## src/rtl/cpu_types_pkg.sv

```systemverilog
// Shared types for the direct-mapped write-back data cache.
package cpu_types_pkg;

  localparam int NSETS = 16;
  localparam int IDX_W = $clog2(NSETS);
  localparam int TAG_W = 32 - IDX_W - 3;

  typedef enum logic [3:0] {
    IDLE, WB0, WB1, LD0, LD1, FLUSH, FWB0, FWB1, DONE
  } dcache_state_t;

  // Byte address split into its cache fields.
  typedef struct packed {
    logic [TAG_W-1:0] tag;
    logic [IDX_W-1:0] idx;
    logic             blkoff;
    logic [1:0]       bytoff;
  } dcachef_t;

  typedef struct packed {
    logic             valid;
    logic             dirty;
    logic [TAG_W-1:0] tag;
    logic [1:0][31:0] word;
  } dframe_t;

  // Word-aligned memory address of one word of a block.
  function automatic logic [31:0] blk_addr(logic [TAG_W-1:0] tag,
                                           logic [IDX_W-1:0] idx,
                                           logic off);
    return {tag, idx, off, 2'b00};
  endfunction

endpackage

```

## src/rtl/dcache_direct_wb_frame_array.sv

```systemverilog
// Frame storage: NSETS frames, one combinational read port, one write port.
// Clear drops valid/dirty on every frame; tags and data are left as they are.
module dcache_frame_array
  import cpu_types_pkg::*;
(
  input  logic             clk,
  input  logic             clr,
  input  logic [IDX_W-1:0] rd_idx,
  output dframe_t          rd_frame,
  input  logic             we,
  input  logic [IDX_W-1:0] wr_idx,
  input  dframe_t          wr_frame
);

  dframe_t frames [NSETS];

  assign rd_frame = frames[rd_idx];

  // Synchronous clear has priority over the write port.
  always_ff @(posedge clk) begin
    if (clr) begin
      for (int i = 0; i < NSETS; i++) begin
        frames[i].valid <= 1'b0;
        frames[i].dirty <= 1'b0;
      end
    end else if (we) begin
      frames[wr_idx] <= wr_frame;
    end
  end

endmodule

```

## src/rtl/dcache_direct_wb.sv

```systemverilog
// Direct-mapped, write-back, write-allocate data cache with 2-word blocks.
// Hits are answered in the same cycle; misses write back a dirty victim and
// refill from memory; halt flushes every dirty frame and then parks in DONE.
//
// Memory handshake: dREN/dWEN with daddr/dstore are a request held stable
// while dwait = 1; the request is accepted (and dload sampled for reads) on
// the rising edge where dwait = 0. dREN and dWEN are never high together.
module dcache_direct_wb
  import cpu_types_pkg::*;
(
  input  logic          CLK,
  input  logic          nRST,
  input  logic          dmemREN,
  input  logic          dmemWEN,
  input  logic [31:0]   dmemaddr,
  input  logic [31:0]   dmemstore,
  input  logic          halt,
  output logic          dhit,
  output logic [31:0]   dmemload,
  output logic          flushed,
  output logic          dREN,
  output logic          dWEN,
  output logic [31:0]   daddr,
  output logic [31:0]   dstore,
  input  logic [31:0]   dload,
  input  logic          dwait,
  output dcache_state_t state
);

  dcachef_t         req;
  logic [TAG_W-1:0] miss_tag;
  logic [IDX_W-1:0] miss_idx;
  logic [IDX_W-1:0] fcnt;
  logic [31:0]      ld_buf;
  logic [IDX_W-1:0] rd_idx;
  dframe_t          rd_frame;
  logic             we;
  logic [IDX_W-1:0] wr_idx;
  dframe_t          wr_frame;
  logic             req_any;
  logic             hit;
  logic             last_idx;
  logic             unused_bits;

  assign req         = dcachef_t'(dmemaddr);
  assign unused_bits = ^req.bytoff;
  assign req_any     = dmemREN | dmemWEN;
  assign hit         = rd_frame.valid && (rd_frame.tag == req.tag);
  assign last_idx    = (fcnt == IDX_W'(NSETS - 1));

  dcache_frame_array u_frames (
    .clk      (CLK),
    .clr      (!nRST),
    .rd_idx   (rd_idx),
    .rd_frame (rd_frame),
    .we       (we),
    .wr_idx   (wr_idx),
    .wr_frame (wr_frame)
  );

  // Read port follows the request in IDLE, the latched miss while refilling,
  // and the flush counter while flushing.
  always_comb begin
    rd_idx = req.idx;
    case (state)
      WB0, WB1, LD0, LD1:  rd_idx = miss_idx;
      FLUSH, FWB0, FWB1:   rd_idx = fcnt;
      default:             rd_idx = req.idx;
    endcase
  end

  // Zero-latency hit; halt in IDLE takes priority over any request.
  assign dhit     = (state == IDLE) && !halt && req_any && hit;
  assign dmemload = (dhit && dmemREN && !dmemWEN) ? rd_frame.word[req.blkoff] : 32'h0;

  // Frame updates: store hit merges one word and marks dirty; the second
  // refill accept installs the whole block clean.
  always_comb begin
    we       = 1'b0;
    wr_idx   = miss_idx;
    wr_frame = rd_frame;
    if (dhit && dmemWEN) begin
      we                         = 1'b1;
      wr_idx                     = req.idx;
      wr_frame.dirty             = 1'b1;
      wr_frame.word[req.blkoff]  = dmemstore;
    end else if (state == LD1 && !dwait) begin
      we             = 1'b1;
      wr_frame.valid = 1'b1;
      wr_frame.dirty = 1'b0;
      wr_frame.tag   = miss_tag;
      wr_frame.word  = {dload, ld_buf};
    end
  end

  // Memory request outputs are a pure function of state and the frame read,
  // so they stay stable for as long as dwait holds the state.
  always_comb begin
    dREN   = 1'b0;
    dWEN   = 1'b0;
    daddr  = 32'h0;
    dstore = 32'h0;
    case (state)
      WB0, FWB0: begin
        dWEN   = 1'b1;
        daddr  = blk_addr(rd_frame.tag, rd_idx, 1'b0);
        dstore = rd_frame.word[0];
      end
      WB1, FWB1: begin
        dWEN   = 1'b1;
        daddr  = blk_addr(rd_frame.tag, rd_idx, 1'b1);
        dstore = rd_frame.word[1];
      end
      LD0: begin
        dREN  = 1'b1;
        daddr = blk_addr(miss_tag, miss_idx, 1'b0);
      end
      LD1: begin
        dREN  = 1'b1;
        daddr = blk_addr(miss_tag, miss_idx, 1'b1);
      end
      default: ;
    endcase
  end

  // Controller FSM: miss handling, flush walk and the terminal DONE state.
  always_ff @(posedge CLK) begin
    if (!nRST) begin
      state    <= IDLE;
      fcnt     <= '0;
      miss_tag <= '0;
      miss_idx <= '0;
      ld_buf   <= 32'h0;
      flushed  <= 1'b0;
    end else begin
      case (state)
        IDLE: begin
          if (halt) begin
            state <= FLUSH;
            fcnt  <= '0;
          end else if (req_any && !hit) begin
            miss_tag <= req.tag;
            miss_idx <= req.idx;
            state    <= (rd_frame.valid && rd_frame.dirty) ? WB0 : LD0;
          end
        end
        WB0:  if (!dwait) state <= WB1;
        WB1:  if (!dwait) state <= LD0;
        LD0: begin
          if (!dwait) begin
            ld_buf <= dload;
            state  <= LD1;
          end
        end
        LD1:  if (!dwait) state <= IDLE;
        FLUSH: begin
          if (rd_frame.valid && rd_frame.dirty) begin
            state <= FWB0;
          end else if (last_idx) begin
            state   <= DONE;
            flushed <= 1'b1;
          end else begin
            fcnt <= fcnt + 1'b1;
          end
        end
        FWB0: if (!dwait) state <= FWB1;
        FWB1: begin
          if (!dwait) begin
            if (last_idx) begin
              state   <= DONE;
              flushed <= 1'b1;
            end else begin
              fcnt  <= fcnt + 1'b1;
              state <= FLUSH;
            end
          end
        end
        DONE:    flushed <= 1'b1;
        default: state   <= IDLE;
      endcase
    end
  end

endmodule

```

## config.mk

```make
export PLATFORM = sky130hd
export DESIGN_NAME = dcache_direct_wb
export DESIGN_NICKNAME = d
export VERILOG_FILES = /design/src/rtl/cpu_types_pkg.sv /design/src/rtl/dcache_direct_wb_frame_array.sv /design/src/rtl/dcache_direct_wb.sv
export SDC_FILE = /design/constraint.sdc
export NUM_CORES = 2
export LEC_CHECK = 0
export ABC_AREA = 1
export CAP_MARGIN = 20
export CORE_MARGIN = 2
export CORE_UTILIZATION = 56
export CTS_CLUSTER_DIAMETER = 150
export DETAILED_ROUTE_END_ITERATION = 7
export GPL_TIMING_DRIVEN = 1
export PLACE_DENSITY = 0.74
export SLEW_MARGIN = 15
export SYNTH_ARGS = -nofsm -noshare
export SYNTH_HDL_FRONTEND = slang
export SYNTH_SLANG_ARGS = --single-unit
```

## constraint.sdc

```tcl
create_clock -name CLK -period 10.55 [get_ports CLK]
set_input_delay 2.11 -clock CLK [delete_from_list [all_inputs] [get_ports CLK]]
set_output_delay 2.11 -clock CLK [all_outputs]
set_load 0.05 [all_outputs]
```

==> impl_metrics.env <==
export IMPL_worst_endpoint_required_ns=8.44
export IMPL_hold_path_startpoint="flushed"
export IMPL_clk_path_buf_depth=3
export IMPL_syn_cell_area_um2=64000
export IMPL_layout_commonest_cell="edfxtp_1"
export IMPL_worst_setup_hold_path_clk_slew_ns=0.06
export IMPL_cts_hold_buf=0
export IMPL_placedCellCount=6779
export IMPL_worst_r2r_startpoint="state[2]"
export IMPL_hold_path_endpoint="flushed"
export IMPL_worst_endpoint_arrival_ns=6.92
export IMPL_path_delay_family="buffers and inverters"
export IMPL_std_cell_rows=124
export IMPL_grt_start_max_net_pins=211
export IMPL_ff2ff_path_depth=27
export IMPL_groute_layer_met1_usage_pct=41.9
export IMPL_synth_seq_cells=1526
export IMPL_worst_clock_skew_ns=0.0356
export IMPL_period_share_pct=85.6
export IMPL_die_width_um=342
export IMPL_cts_repair_resize_count=0
export IMPL_rsz_0062_raised_after_global_routing="no"
export IMPL_layout_common_cells="edfxtp_1, nand2_1, nor2_1, nand3_1, o21ai_0"
export IMPL_final_instance_count_excl_fill=7061
export IMPL_critical_path_most_common_cell="clkdlybuf4s50_1"
export IMPL_area_of_the_core_um2=114000
export IMPL_totalNegativeSetupSlack_ns=0
export IMPL_clk_insertion_delay_late_ns=0.78
export IMPL_grt_usage_pct=29.8
export IMPL_post_drt_via_cell_ratio=6.43
export IMPL_crit_chain="clkdlybuf4s50_1, nor2_1, a31oi_4, buf_12, inv_6, buf_4, o211ai_1, nand2_1, inv_1, o22ai_1, clkdlybuf4s50_1"
export IMPL_timing_final_crit_period_ns=9.03
export IMPL_outcome="finished clean"
export IMPL_max_cap_violations=0
export IMPL_finalNetCount=5531
export IMPL_total_clock_sinks=1526
export IMPL_critical_path_startpoint_type="input pin"
export IMPL_netlist_instances=5319
export IMPL_synth_edff_count=1454
export IMPL_post_synth_cell_area_avg_um2=12.0
export IMPL_num_vias=45400
export IMPL_clock_tree_from_tritoncts="done"
export IMPL_layout_drive_gt1_share_pct=9.28
export IMPL_antenna_found_initial=6
export IMPL_io_buffers=201
export IMPL_final_hold_worst_slack_ns=0.453
export IMPL_postSynth_asyncResetShare_pct=0
export IMPL_wire_per_inst_um=25.2
export IMPL_crit_reg2reg_capture="u_frames.frames[12][56]"
export IMPL_syn_warnings=0
export IMPL_placement_cell_area_um2=68300
export IMPL_cts_root_buf="clkbuf_16"
export IMPL_ys_seq_area_share_pct=70.5
export IMPL_crit_path_top_delay_cell="clkdlybuf4s50_1"
export IMPL_vert_die_dim_um=342
export IMPL_finished_cell_area_um2=73300
export IMPL_drt_antenna_violating_nets=0
export IMPL_setup_violations=0
export IMPL_met2_usage_pct=45.7
export IMPL_post_cts_setup_buffer_count=0
export IMPL_design_portCount=206
export IMPL_first_global_vias=43000
export IMPL_gp_congestion=0.910
export IMPL_slowest_delay_ns=0.93
export IMPL_tritoncts_num_buffers=151
export IMPL_finalWirelength_mm=178
export IMPL_timing_max_slew_rel_slack_pct=19.3
export IMPL_drt_initial_drc_count=6747
export IMPL_timing_setup_critical_path_class="in2out"
export IMPL_clock_tree_htree_level_count=4
export IMPL_globalRouteMet3Util_pct=6.44
export IMPL_max_slew_worst_pin_slew_ns=1.21
export IMPL_grt_busiest_layer="met2"
export IMPL_global_route_wire_length_before_repair_mm=262
export IMPL_min_delay_path_class="reg2reg"
export IMPL_dpl_hpwl_mm=91.8
export IMPL_setup_worst_path_end_class="output pin"
export IMPL_syn2layout_area_growth_pct=14.6
export IMPL_critPathBufInv=6
export IMPL_floorplan_initialDensity_pct=56.2
export IMPL_gr_total_overflow=0
export IMPL_design_die_area_um2=117000
export IMPL_finalHoldViolations=0
export IMPL_rrSetupSlack_ns=3.69
export IMPL_synth_flop_cell="edfxtp_1"
export IMPL_synth_cell_types=43
export IMPL_drc=0
export IMPL_worstPathMaxFanout=76
export IMPL_maxSlewViolCount=0
export IMPL_drtPass1Iterations=6
export IMPL_whs_path_depth=2
export IMPL_fmax_mhz=111
==> worst max-delay path by stage <==
| stage | startpoint | end | slack, ns | cells past startpoint |
|---|---|---|---|---|
| 2_1_floorplan | dmemaddr[3] | u_frames.frames[0][0] | 1.86 | 23 |
| 3_3_place_gp | dmemaddr[5] | dstore[15] | 1.69 | 11 |
| 3_5_place_dp | dmemaddr[5] | dstore[15] | 1.67 | 11 |
| 4_1_cts | dmemaddr[5] | dstore[15] | 1.65 | 11 |
| 5_1_grt | dmemaddr[5] | dmemload[2] | 1.41 | 20 |
| 6_report | dmemaddr[5] | dstore[15] | 1.52 | 11 |
==> cells by family after synthesis <==
family / synth area share (%)
mux: 2.00
other cells: 0.00586
compound gates: 10.1
simple gates: 13.6
buf+inv: 3.74
fa+ha+maj: 0.0195
flops: 70.5
==> metal layers <==
metal	wire (um)	up-vias
met5	18	-
met3	22700	466
li1	-	19800
met2	81200	3134
met1	67400	21900
met4	6470	4
==> tightest hold or removal path, cell delays in order, from the launching register on <==
cell	delay, ns
dfxtp_1	0.31
inv_1	0.05
a21oi_1	0.05
==> final cells by class <==
type | count | area (um2)
antenna | 1 | 2.50
fill | 8163 | 40500
clock inverter | 67 | 778
sequential | 1526 | 45100
tap | 1512 | 1890
inverter | 173 | 678
multi-input combinational | 3225 | 16800
clock buffer | 206 | 4090
timing repair buffer | 351 | 3950
==> cells in the mapped netlist, types with 7 or more instances <==
cell,number,share of area [%]
a21oi_1,163,1.3
nand2_2,7,0.068
nor3_2,8,0.13
nor2_1,661,3.9
o21ai_0,467,3.7
o22ai_1,114,1.1
mux2i_1,128,2.0
edfxtp_1,1454,68
nand4_1,8,0.078
buf_2,78,0.61
o32ai_1,50,0.68
buf_1,15,0.088
dfxtp_1,72,2.3
nand3_1,584,4.6
clkbuf_1,266,1.6
o221ai_1,191,2.6
nand2_1,666,3.9
inv_2,18,0.11
o211ai_1,58,0.68
nor3_1,87,0.68
buf_4,31,0.36
inv_1,153,0.90
==> registers in the layout (all words and copies together), names as in the netlist <==
signal	count
fcnt	4
miss_idx	4
u_frames.frames	1456
flushed	1
miss_tag	25
state	4
ld_buf	32
==> through the flow <==
stage	worst slack [ns]	utilization [%]
finish	1.52	64.4
global route	1.41	64.4
detailed placement	1.67	60.0
global placement	1.69	60.0
floorplan	1.86	-
CTS	1.65	64.2
Power is not shown: default switching activity piles up to over one toggle a cycle in this logic, so the estimate is an artifact.
